`src/rtl/retirement_map_freelist_if.sv`:
```
// Bundles the rename/commit-side signals of the retirement map and free list.
// Latency: none, wiring only.
// Backpressure: none; rename stalls itself when free_empty is high.
interface retirement_map_freelist_if #(
    parameter int PHYS_REG_ADDR = 6,
    parameter int ARCH_REGS     = 32
);
    logic                                      flush;
    logic                                      commit_valid;
    logic [4:0]                                commit_rd_addr;
    logic [PHYS_REG_ADDR-1:0]                  commit_phys_addr;
    logic                                      alloc_req;
    logic [PHYS_REG_ADDR-1:0]                  free_phys_addr;
    logic                                      free_empty;
    logic [5:0]                                free_count;
    logic [ARCH_REGS-1:0][PHYS_REG_ADDR-1:0]   rrf_state;
    logic [PHYS_REG_ADDR-1:0]                  freed_phys_addr;

    // Driven by the ROB / rename side.
    modport master (
        output flush, commit_valid, commit_rd_addr, commit_phys_addr, alloc_req,
        input  free_phys_addr, free_empty, free_count, rrf_state, freed_phys_addr
    );

    // Implemented by the retirement map / free list.
    modport slave (
        input  flush, commit_valid, commit_rd_addr, commit_phys_addr, alloc_req,
        output free_phys_addr, free_empty, free_count, rrf_state, freed_phys_addr
    );
endinterface

```
`src/rtl/retirement_map_freelist.sv`:
```
// Retirement register map plus circular physical-register free list with flush rollback.
// Latency: state updates on the clock edge; outputs are combinational from registered state.
// Backpressure: none; alloc while empty is dropped, so rename must stall on free_empty.
module retirement_map_freelist #(
    parameter int PHYS_REGSIZE  = 64,
    parameter int PHYS_REG_ADDR = $clog2(PHYS_REGSIZE),
    parameter int ARCH_REGS     = 32,
    parameter int FL_DEPTH      = PHYS_REGSIZE - ARCH_REGS
) (
    input logic                       clk,
    input logic                       rst,
    retirement_map_freelist_if.slave  bus
);
    // Pointers carry one extra wrap bit so full and empty are distinguishable.
    localparam int IDX_W = $clog2(FL_DEPTH);
    localparam int PTR_W = IDX_W + 1;

    logic [ARCH_REGS-1:0][PHYS_REG_ADDR-1:0] rrf_q, rrf_d;
    logic [FL_DEPTH-1:0][PHYS_REG_ADDR-1:0]  fl_buf_q, fl_buf_d;
    logic [PTR_W-1:0]                        head_q, head_d;
    logic [PTR_W-1:0]                        tail_q, tail_d;
    logic [PTR_W-1:0]                        ret_head_q, ret_head_d;
    logic [PHYS_REG_ADDR-1:0]                freed_q, freed_d;

    logic [PTR_W-1:0]         count;
    logic                     empty;
    logic                     do_alloc;
    logic                     do_commit;
    logic [PHYS_REG_ADDR-1:0] old_map;

    assign count = tail_q - head_q;
    assign empty = (count == '0);

    assign bus.free_phys_addr  = fl_buf_q[head_q[IDX_W-1:0]];
    assign bus.free_count      = count;
    assign bus.free_empty      = empty;
    assign bus.rrf_state       = rrf_q;
    assign bus.freed_phys_addr = freed_q;

    // Next-state: speculative pop, in-order commit push, and flush rollback of head.
    always_comb begin
        rrf_d      = rrf_q;
        fl_buf_d   = fl_buf_q;
        head_d     = head_q;
        tail_d     = tail_q;
        ret_head_d = ret_head_q;
        freed_d    = freed_q;

        do_alloc  = bus.alloc_req && !empty && !bus.flush;
        do_commit = bus.commit_valid && (bus.commit_rd_addr != 5'd0) && !bus.flush;
        old_map   = rrf_q[bus.commit_rd_addr];

        if (do_alloc) begin
            head_d = head_q + 1'b1;
        end

        // The superseded mapping goes back on the tail; the committed pop
        // pointer follows because this instruction's register is now architectural.
        if (do_commit) begin
            rrf_d[bus.commit_rd_addr]  = bus.commit_phys_addr;
            fl_buf_d[tail_q[IDX_W-1:0]] = old_map;
            tail_d                      = tail_q + 1'b1;
            ret_head_d                  = ret_head_q + 1'b1;
            freed_d                     = old_map;
        end

        // Every register popped since the last commit becomes free again.
        if (bus.flush) begin
            head_d = ret_head_q;
        end
    end

    // State register with synchronous active-low reset to the identity map.
    always_ff @(posedge clk) begin
        if (!rst) begin
            for (int i = 0; i < ARCH_REGS; i++) begin
                rrf_q[i] <= PHYS_REG_ADDR'(i);
            end
            for (int j = 0; j < FL_DEPTH; j++) begin
                fl_buf_q[j] <= PHYS_REG_ADDR'(ARCH_REGS + j);
            end
            head_q     <= '0;
            ret_head_q <= '0;
            tail_q     <= PTR_W'(FL_DEPTH);
            freed_q    <= '0;
        end else begin
            rrf_q      <= rrf_d;
            fl_buf_q   <= fl_buf_d;
            head_q     <= head_d;
            tail_q     <= tail_d;
            ret_head_q <= ret_head_d;
            freed_q    <= freed_d;
        end
    end
endmodule

```
`src/flat_wrapper.sv`:
```
// flat-port wrapper written by rule: the top's interface ports become plain ports
module retirement_map_freelist_flat 
#(
    parameter int PHYS_REGSIZE  = 64,
    parameter int PHYS_REG_ADDR = $clog2(PHYS_REGSIZE),
    parameter int ARCH_REGS     = 32,
    parameter int FL_DEPTH      = PHYS_REGSIZE - ARCH_REGS
)
  (clk, rst, bus_flush, bus_commit_valid, bus_commit_rd_addr, bus_commit_phys_addr, bus_alloc_req, bus_free_phys_addr, bus_free_empty, bus_free_count, bus_rrf_state, bus_freed_phys_addr);
  retirement_map_freelist_if #(.PHYS_REG_ADDR(PHYS_REG_ADDR), .ARCH_REGS(ARCH_REGS)) bus_i ();
  input logic clk;
  input logic rst;
  input wire logic [$bits(bus_i.flush)-1:0] bus_flush;
  input wire logic [$bits(bus_i.commit_valid)-1:0] bus_commit_valid;
  input wire logic [$bits(bus_i.commit_rd_addr)-1:0] bus_commit_rd_addr;
  input wire logic [$bits(bus_i.commit_phys_addr)-1:0] bus_commit_phys_addr;
  input wire logic [$bits(bus_i.alloc_req)-1:0] bus_alloc_req;
  output wire logic [$bits(bus_i.free_phys_addr)-1:0] bus_free_phys_addr;
  output wire logic [$bits(bus_i.free_empty)-1:0] bus_free_empty;
  output wire logic [$bits(bus_i.free_count)-1:0] bus_free_count;
  output wire logic [$bits(bus_i.rrf_state)-1:0] bus_rrf_state;
  output wire logic [$bits(bus_i.freed_phys_addr)-1:0] bus_freed_phys_addr;
  assign bus_i.flush = bus_flush;
  assign bus_i.commit_valid = bus_commit_valid;
  assign bus_i.commit_rd_addr = bus_commit_rd_addr;
  assign bus_i.commit_phys_addr = bus_commit_phys_addr;
  assign bus_i.alloc_req = bus_alloc_req;
  assign bus_free_phys_addr = bus_i.free_phys_addr;
  assign bus_free_empty = bus_i.free_empty;
  assign bus_free_count = bus_i.free_count;
  assign bus_rrf_state = bus_i.rrf_state;
  assign bus_freed_phys_addr = bus_i.freed_phys_addr;
  retirement_map_freelist #(.PHYS_REGSIZE(PHYS_REGSIZE), .PHYS_REG_ADDR(PHYS_REG_ADDR), .ARCH_REGS(ARCH_REGS), .FL_DEPTH(FL_DEPTH)) u_core (.clk(clk), .rst(rst), .bus(bus_i));
endmodule
```
`config.mk`:
```
export PLATFORM = sky130hd
export DESIGN_NAME = retirement_map_freelist_flat
export DESIGN_NICKNAME = d
export VERILOG_FILES = /design/src/rtl/retirement_map_freelist_if.sv /design/src/rtl/retirement_map_freelist.sv /design/src/flat_wrapper.sv
export SDC_FILE = /design/constraint.sdc
export NUM_CORES = 1
export LEC_CHECK = 0
export ABC_AREA = 1
export BUFFER_PORTS_ARGS = -buffer_cell sky130_fd_sc_hd__buf_2
export CORE_AREA = 2 2 178 180
export CTS_BUF_LIST = sky130_fd_sc_hd__clkbuf_4
export DETAILED_ROUTE_END_ITERATION = 16
export DIE_AREA = 0 0 180 182
export PLACE_DENSITY = 0.83
export SLEW_MARGIN = 30
export SYNTH_ARGS = -nofsm -noshare
export SYNTH_HDL_FRONTEND = slang
export SYNTH_SLANG_ARGS = --single-unit
```
`constraint.sdc`:
```
create_clock -name clk -period 4.8 [get_ports clk]
set_clock_uncertainty 0.15 [all_clocks]
set_input_delay 0.96 -clock clk [delete_from_list [all_inputs] [get_ports clk]]
set_output_delay 0.96 -clock clk [all_outputs]
set_load 0.005 [all_outputs]
```
* Yosys cells after proc, flatten, opt, wreduce, memory -nomap -nowiden
Cells that the tools add are included.
** Storage, ports and cells
- Flip-flop bits (word level) :: 408
- Latch bits :: 0
- Memory bits (writable) :: 0
- ROM bits :: 0
- Bits of input ports :: 16
- Output and inout bits :: 211
- Word-level logic and storage cells :: 100
- Memories kept :: 0
** Cells by class
- $add $sub $neg :: 4
- Multipliers :: 0
- Divide/modulo/power cells :: 0
- $lt $le $gt $ge :: 5
- Eq/ne operators :: 0
- Shifts and indexed selects :: 0
- Multiplexer cells :: 12
- Bitwise logic cells :: 0
- Reduce and logical (&&, ||, !) cells :: 11
** Operator list (count)
- $bwmux 192 :: 2
- $bmux 6 s5 :: 2
- $demux 6 s5 :: 2
- $mux 6 :: 6
- $add 6x1->6 const B :: 3
- $lt 5x6->1 const B :: 3
- $ge 5x1->1 const B :: 2
- $logic_and 1x1->1 :: 6
- $logic_not 6->1 :: 1
- $sub 6x6->6 :: 1
- $reduce_bool 5->1 :: 1
- $logic_not 1->1 :: 2
- $reduce_bool 2->1 :: 1

* Logic depth before layout (Yosys ltp)
Gate-level depths: netlist of run 1.
- Depth after elaboration :: 7
- Gate-level depth with buffers :: 15
- Mapped depth without buffers :: 14

* Least setup slack after synthesis of run 1
Ideal clock, no wire load.
- Path kind :: register to output
- From :: register u_core.head_q[2]
- To :: output port bus_free_empty
- Arrival :: 1.730 ns
- Data required time :: 3.690 ns
- Setup slack :: 1.960 ns
- Stages on the path, launching flop included :: 13
- Path buffers :: 2
- Cell sequence :: dfxtp_1 clkbuf_1 inv_1 clkbuf_1 ha_1 inv_1 nand2_1 nand2_1 nor2_1 nand3_1 nor2_1 nand2_1 inv_1
** Between the ends
- Longest elaborated chain between the ends :: 2
** Ends and longest elaborated chain
- start: declaration :: RTL line retirement_map_freelist.sv:20 : logic [PTR_W-1:0] head_q, head_d;
- start signal: assignment :: RTL line retirement_map_freelist.sv:82 : head_q <= '0;
- start signal: assignment :: RTL line retirement_map_freelist.sv:89 : head_q <= head_d;
- $sub 6x6->6 :: RTL line retirement_map_freelist.sv:31 : assign count = tail_q - head_q;
- net bus_free_count[2] :: RTL line flat_wrapper.sv:20 : output wire logic [$bits(bus_i.free_count)-1:0] bus_free_count;
- $logic_not 6->1 :: RTL line retirement_map_freelist.sv:32 : assign empty = (count == '0);
- end: declaration :: RTL line flat_wrapper.sv:19 : output wire logic [$bits(bus_i.free_empty)-1:0] bus_free_empty;
The timed path passes the listed nets, and every way through them passes these cells.

* Worst setup path in the final report of run 1
- From :: register u_core.head_q[0]
- To :: output port bus_free_phys_addr[4]
** Between the ends
- Longest elaborated chain between the ends :: 2
** Ends and longest elaborated chain
- $bmux 6 s5 :: RTL line retirement_map_freelist.sv:34 : assign bus.free_phys_addr = fl_buf_q[head_q[IDX_W-1:0]];
- $mux 6 (not written as such) :: RTL line retirement_map_freelist.sv:34
- end: declaration :: RTL line flat_wrapper.sv:18 : output wire logic [$bits(bus_i.free_phys_addr)-1:0] bus_free_phys_addr;
No other way between the ends. The select of a mux whose other input is x is not followed.

==> results of run 1 <==
cells by family after synthesis:
kind of cell	after synthesis	share of synthesized area (%)
AND/OR/NAND/NOR	1312	28.69
AO/OA/AOI/OAI	601	17.79
buffers and inverters	425	8.822
flip-flops	408	43.76
adder cells (fa/ha/maj)	12	0.8446
XOR/XNOR	2	0.09386
routing by layer:
| layer | vias up | track usage [%] | wire length, µm |
|---|---|---|---|
| li1 | 9424 | - | - |
| met1 | 9282 | 43.97 | 23070 |
| met2 | 1270 | 61.29 | 29290 |
| met3 | 267 | 10.69 | 7308 |
| met4 | 2 | 22.93 | 3596 |
| met5 | - | 0 | 13 |
power by group through the flow:
stage          Clock, mW  Sequential [mW]  Combinational (mW)
5_1_grt             3.14             3.44               0.709
6_report            2.94             3.44               0.661
4_1_cts             2.94             3.44               0.638
3_5_place_dp           0             3.51               0.635
2_1_floorplan          0             3.50               0.416
3_3_place_gp           0             3.51               0.625
area by class of cell:
type	count	area, µm²	area share, %
Antenna cell	5	12.51	0.05890
Clock buffer	156	1171	5.513
Clock inverter	16	93.84	0.4418
Inverter	279	1056	4.971
Multi-Input combinational cell	1927	8884	41.82
Sequential cell	408	8170	38.46
Tap cell	402	503.0	2.368
Timing Repair Buffer	250	1351	6.362
worst max-delay path by stage:
stage | from | end | slack [ns]
6_report | u_core.head_q[0] | bus_free_phys_addr[4] | 0.56
5_1_grt | u_core.head_q[0] | bus_free_phys_addr[1] | 0.36
4_1_cts | u_core.head_q[0] | bus_free_phys_addr[4] | 0.57
3_5_place_dp | bus_commit_rd_addr[0] | u_core.fl_buf_q[126] | 0.75
3_3_place_gp | bus_commit_rd_addr[0] | u_core.fl_buf_q[182] | 0.89
2_1_floorplan | u_core.head_q[2] | bus_free_empty | 1.96
sequential cells by signal, indices dropped and copies added (netlist names):
name                        cells
u_core.bus.rrf_state          192
u_core.fl_buf_q               192
u_core.bus.freed_phys_addr      6
u_core.head_q                   6
u_core.ret_head_q               6
u_core.tail_q                   6
tightest hold or removal path: cells and delay by family, from the launching register on:
family | cells | cell delay (ns)
flip-flops | 1 | 0.32
AND/OR/NAND/NOR | 1 | 0.06
buffers and inverters | 1 | 0.03
metrics by stage:
stage	power (mW)	area, µm²	worst slack, ns	cells
finish	7.040	21240	0.5556	3443
floorplan	3.918	18670	1.961	2760
detailed placement	4.149	19950	0.7526	3266
global placement	4.138	19950	0.8897	3266
CTS	7.020	21220	0.5708	3438
global route	7.287	21240	0.3642	3443
cell usage in the layout, fill, tap and decap left out, types with 2 or more instances in the layout:
| cell | instances |
|---|---|
| a31oi_1 | 2 |
| o211ai_1 | 17 |
| nand3_1 | 221 |
| a22oi_1 | 82 |
| ha_1 | 11 |
| clkinv_1 | 17 |
| nand2_1 | 768 |
| nor3_1 | 9 |
| buf_4 | 22 |
| a21oi_1 | 250 |
| o21ai_0 | 214 |
| o22ai_1 | 24 |
| diode_2 | 5 |
| inv_2 | 25 |
| buf_12 | 3 |
| inv_1 | 248 |
| dfxtp_1 | 406 |
| nor2_4 | 6 |
| nor2_2 | 12 |
| nand4_1 | 7 |
| nor2_1 | 275 |
| clkbuf_4 | 156 |
| nand2_2 | 5 |
| o21a_1 | 11 |
| nor3_2 | 4 |
| xor2_1 | 2 |
| buf_2 | 225 |
| clkinvlp_4 | 2 |
| dfxtp_2 | 2 |
==> flow_summary.toml, run 1 <==
[worst_setup_path]
worst-path-max-fanout = 36
arrival_ns = 3.13
critical_path.cell_chain = "buf_4 > o21ai_0 > o211ai_1 > nand3_1 > nand3_1 > o21ai_0 > inv_1 > buf_2"
cp_slowest_cell = "dfxtp_2"
rr_worst_depth = 8
timing_worst_setup_path_type = "reg -> out"
critical_path.n_buffers_inverters = 3
timing.critical_path.from_type = "flop"
r2r_end = "u_core.fl_buf_q[112]"
critical-path-max-stage-delay_ns = 0.81
end_kind = "output port"
r2r_slack_ns = 2.07
timing.critical_path.required_ns = 3.69
critical_path.reg2reg.startpoint = "u_core.bus.rrf_state[172]"
critical_path.top_delay_family = "flip-flops"
cp.depth = 8

[timing]
period_share_pct = 88.43
rsz0062_at_grt = "false"
fmaxAchievable_mhz = 235.6
setup-tns-final_ns = 0
final-hold-violation-count = 0
slew_worst_pin_ns = 1.009
max_slew_margin_pct = 32.68
fin_worst_hold_slack_ns = 0.3038
fin_crit_ns = 4.244
drv_slew = 0
finalSetupViolCount = 0

[route]
average_wire_per_standard_cell_um = 18.38
drt.antenna.violating_nets = 0
drt-vias-per-instance = 5.880
detailroute.via_count = 20250
route.final.wire_length_mm = 63.28
dr.pass1.iters = 8
drc = 0
detailedRoute.firstIterationViolations = 2516

[pwr]
power_switching_share_pct = 27.64
static-leakage-power_nw = 9.743
power.combinational.fraction_pct = 9.4
cell_internal_pwr_mw = 5.094
seqPwrFrac_pct = 48.9
power.clock.fraction_pct = 41.8
vdd.ir_drop.worst_mv = 0.2731
power_per_unit_of_standard_cell_area_nw_per_um2 = 331.4
power_switching_mw = 1.946

[synthesis]
number_of_warnings_issued_by_yosys = 0
yosys.cell_count.top_type = "nand2_1"
synth.avg_cell_area_um2 = 6.763
mappedNetlistNets = 2788
postSynthRegisterBits = 408
post_synth_main_area_contributors = "dfxtp_1 44%, nand2_1 15%, a21oi_1 6.7%"
synth_top_flop_cell = "dfxtp_1"
ys_top_cells_by_count = "768 x nand2_1, 408 x dfxtp_1, 278 x nor2_1"
number_of_flops_mapped_to_enable_cells_by_yosys = 0
synth.distinct_cells = 34
yosysSeqAreaShare_pct = 43.76
netlist_area_um2 = 18670
synthCells = 2760
yosys.area.top_type_share_pct = 43.76
async_reset_ff_share_pct = 0
synth.largest_area_cell = "dfxtp_1"

[floorplan]
row_count = 65
boundaryPins = 227
die_height_um = 182
die_area_um2 = 32760
initial_core_utilization_pct = 60.24
die_w_um = 180
core_area_um2 = 30990

[cts]
clock_tree_from_tritoncts = "yes"
clk_transition_reported_paths_ns = 0.06
clk_latency_ns = 0.83
cts_post_setup_buffers_inserted = 0
tritoncts.num_buffers = 105
cts.repair.resized = 0
cts_hold_buffers = 0
numClockSinks = 408
htree_num_levels = 3
cts-root-buf = "clkbuf_4"
clockBufferDepth = 3

[final_layout]
final_layout_net_count = 2999
finish.utilization_pct = 68.55
drive_above_1_share_pct = 15.48
n_fill_cell = 2691
layout-area-overhead-vs-synth_pct = 13.80

[global_routing]
antenna_violations_before_repair = 3
grt_util_all_layers_pct = 37.60
grt_max_degree = 145
gr_ovfl_total = 0
grt_first_pass_wirelength_mm = 99.57
vias_in_the_first_global_route = 19230

[worst_hold_path]
hold_path_depth = 2
hp-class = "reg -> reg"
hold_path_startpoint = "u_core.bus.rrf_state[5]"
holdPathEnd = "u_core.bus.rrf_state[5]"

[placed_design]
finalWeightedCongestion = 0.9909
port_buffers = 226
dp.final_hpwl_mm = 42.01

[run_status]
status = "completed"

[flow_run]
drv.max_cap_violation_count = 0
Power figures use the tool's default switching activity.
==> run 2: changes to the inputs <==
Settings changed: ABC_AREA 1 to default, CORE_AREA 2 2 178 180 to 2 2 177 179, DIE_AREA 0 0 180 182 to 0 0 179 181, PLACE_DENSITY 0.83 to 0.82.
==> run 2 against run 1 <==
- final cell count decreased by 26%
- maximum frequency decreased by 5.1%
- first-iteration DRC count decreased by 26%
- clock power decreased by 4%
- global-route usage decreased by 4.3 points
- clock-buffer cell count decreased by 11
- worst setup slack got worse by 0.23 ns
- largest power group unchanged
- power decreased by 3.3%
==> flow_summary.toml, run 2 <==
[timing]
fin_crit_ns = 4.472
rsz0062_at_grt = "false"
finalSetupViolCount = 0
period_share_pct = 93.18
fmaxAchievable_mhz = 223.6
drv_slew = 0
setup-tns-final_ns = 0
slew_worst_pin_ns = 0.9074
final-hold-violation-count = 0
max_slew_margin_pct = 39.34

[pwr]
vdd.ir_drop.worst_mv = 0.2312
power_per_unit_of_standard_cell_area_nw_per_um2 = 327.7
finalPower_mw = 6.811
static-leakage-power_nw = 8.042

[placed_design]
finalWeightedCongestion = 0.9134
port_buffers = 226
dp.final_hpwl_mm = 35.76

[run_status]
status = "completed"

[synthesis]
postSynthRegisterBits = 408
async_reset_ff_share_pct = 0
yosys.area.top_type_share_pct = 44.56
synth.largest_area_cell = "dfxtp_1"
yosysSeqAreaShare_pct = 44.56
synth.avg_cell_area_um2 = 9.663
yosys.cell_count.top_type = "dfxtp_1"
number_of_flops_mapped_to_enable_cells_by_yosys = 0
synth.distinct_cells = 51
number_of_warnings_issued_by_yosys = 0
netlist_area_um2 = 18330
mappedNetlistNets = 1925
synthCells = 1897
post_synth_main_area_contributors = "dfxtp_1 45%, mux4_2 13%, mux2i_1 7.4%"
synth_top_flop_cell = "dfxtp_1"
ys_top_cells_by_count = "408 x dfxtp_1, 308 x nand2_1, 207 x nand3_1"

[final_layout]
final_layout_net_count = 2124
layout-area-overhead-vs-synth_pct = 13.40
mostFrequentLayoutCells = "406 x dfxtp_1, 308 x nand2_1, 224 x buf_2"
drive_above_1_share_pct = 26.61
mostFrequentLayoutCell = "dfxtp_1"

[worst_setup_path]
arrival_ns = 3.36
worst-path-max-fanout = 17
timing_worst_setup_path_type = "reg -> out"
timing.critical_path.from_type = "flop"
end_kind = "output port"
rr_worst_depth = 9
r2r_slack_ns = 1.59
timing.critical_path.required_ns = 3.69
r2r_end = "u_core.head_q[4]"
critical_path.reg2reg.startpoint = "u_core.head_q[2]"

[route]
route.final.wire_length_mm = 54.01
detailedRoute.firstIterationViolations = 1873
dr.pass1.iters = 6
drc = 0
drt.antenna.violating_nets = 0
average_wire_per_standard_cell_um = 21.07
drt-vias-per-instance = 6.244
detailroute.via_count = 16000

[global_routing]
gr_ovfl_total = 0
grt_util_all_layers_pct = 33.26
grt_max_degree = 152
grt_first_pass_wirelength_mm = 84.77
antenna_violations_before_repair = 2
vias_in_the_first_global_route = 15700

[cts]
cts-root-buf = "clkbuf_4"
numClockSinks = 408
cts_post_setup_buffers_inserted = 0
clock_tree_from_tritoncts = "yes"
cts.repair.resized = 0
tritoncts.num_buffers = 104
clk_transition_reported_paths_ns = 0.07
cts_hold_buffers = 0
clockBufferDepth = 3
clk_latency_ns = 0.81
htree_num_levels = 3

[floorplan]
boundaryPins = 227
die_area_um2 = 32400
initial_core_utilization_pct = 60.40
die_height_um = 181
die_w_um = 179
row_count = 64
core_area_um2 = 30350

[flow_run]
drv.max_cap_violation_count = 0

[worst_hold_path]
hp-class = "reg -> reg"
holdPathEnd = "u_core.fl_buf_q[35]"
hold_path_depth = 2
hold_path_startpoint = "u_core.fl_buf_q[35]"
run 2: changes by cell type after synthesis, sizes merged, moves of 93 or more:
cell,before,now
nand2,773,309
inv,273,9
nor2,293,93
a21oi,250,81
mux2i,0,135
mux4,0,108
o21ai,214,121
run 2: per-layer routing:
layer / wire length, µm / global-route usage (%) / up-vias
li1: - / - / 7163
met2: 25030 / 51.66 / 975
met5: 0 / 0 / -
met1: 20710 / 42.85 / 7700
met3: 5945 / 9.028 / 166
met4: 2325 / 16.13 / 0
run 2: how the worst max path moves through the flow:
stage / start / endpoint / slack, ns / cells past startpoint
CTS: u_core.head_q[2] / bus_free_empty / 0.32 / 8
global route: u_core.head_q[2] / bus_free_empty / 0.13 / 8
global placement: bus_commit_rd_addr[0] / u_core.fl_buf_q[11] / 0.80 / 8
floorplan: u_core.head_q[1] / bus_free_empty / 1.24 / 9
detailed placement: bus_commit_rd_addr[0] / u_core.fl_buf_q[11] / 0.75 / 8
finish: u_core.head_q[2] / bus_free_empty / 0.33 / 8
run 2: metrics by stage:
stage	util, %	instance area (µm²)	instances	setup WS [ns]	hold WS (ns)
final	68.49	20790	2563	0.3275	0.3205
after global placement	64.32	19520	2385	0.7959	0.2983
after floorplan	-	18330	1897	1.243	0.2858
after global routing	68.48	20780	2562	0.1252	0.3435
after detailed placement	64.41	19550	2386	0.7508	0.3074
after CTS	68.47	20780	2561	0.3164	0.3191
run 2: final cells by class:
type                            instances  area, µm²
Fill cell                            2299       9563
Clock inverter                         30      143.9
Timing Repair Buffer                  262       1459
Tap cell                              396      495.5
Sequential cell                       408       8173
Multi-Input combinational cell       1310       9384
Clock buffer                          145       1089
Inverter                               10      37.54
Antenna cell                            2      5.005
run 2: critical path: stages, from the launching register on:
cell      delay, ns
dfxtp_1        0.90
inv_1          0.11
ha_1           0.25
or2_2          0.30
o221ai_1       0.23
o21ai_0        0.16
nor4_1         0.29
buf_4          0.22
buf_2          0.13
run 2: where the power goes:
part	internal [mW]	switching (mW)
logic	0.194	0.348
registers	3.41	0.0364
clock network	1.39	1.43
run 2: kinds of logic (layout without fill, tap and decap cells):
family	after synthesis	after routing	share of synthesized area, %
simple gates	718	718	18.21
flops	408	408	44.56
compound gates	325	325	10.75
mux	243	243	20.64
buf+inv	179	447	4.403
fa+ha+maj	12	12	0.8601
xor+xnor	12	12	0.5734
other cells	0	2	0
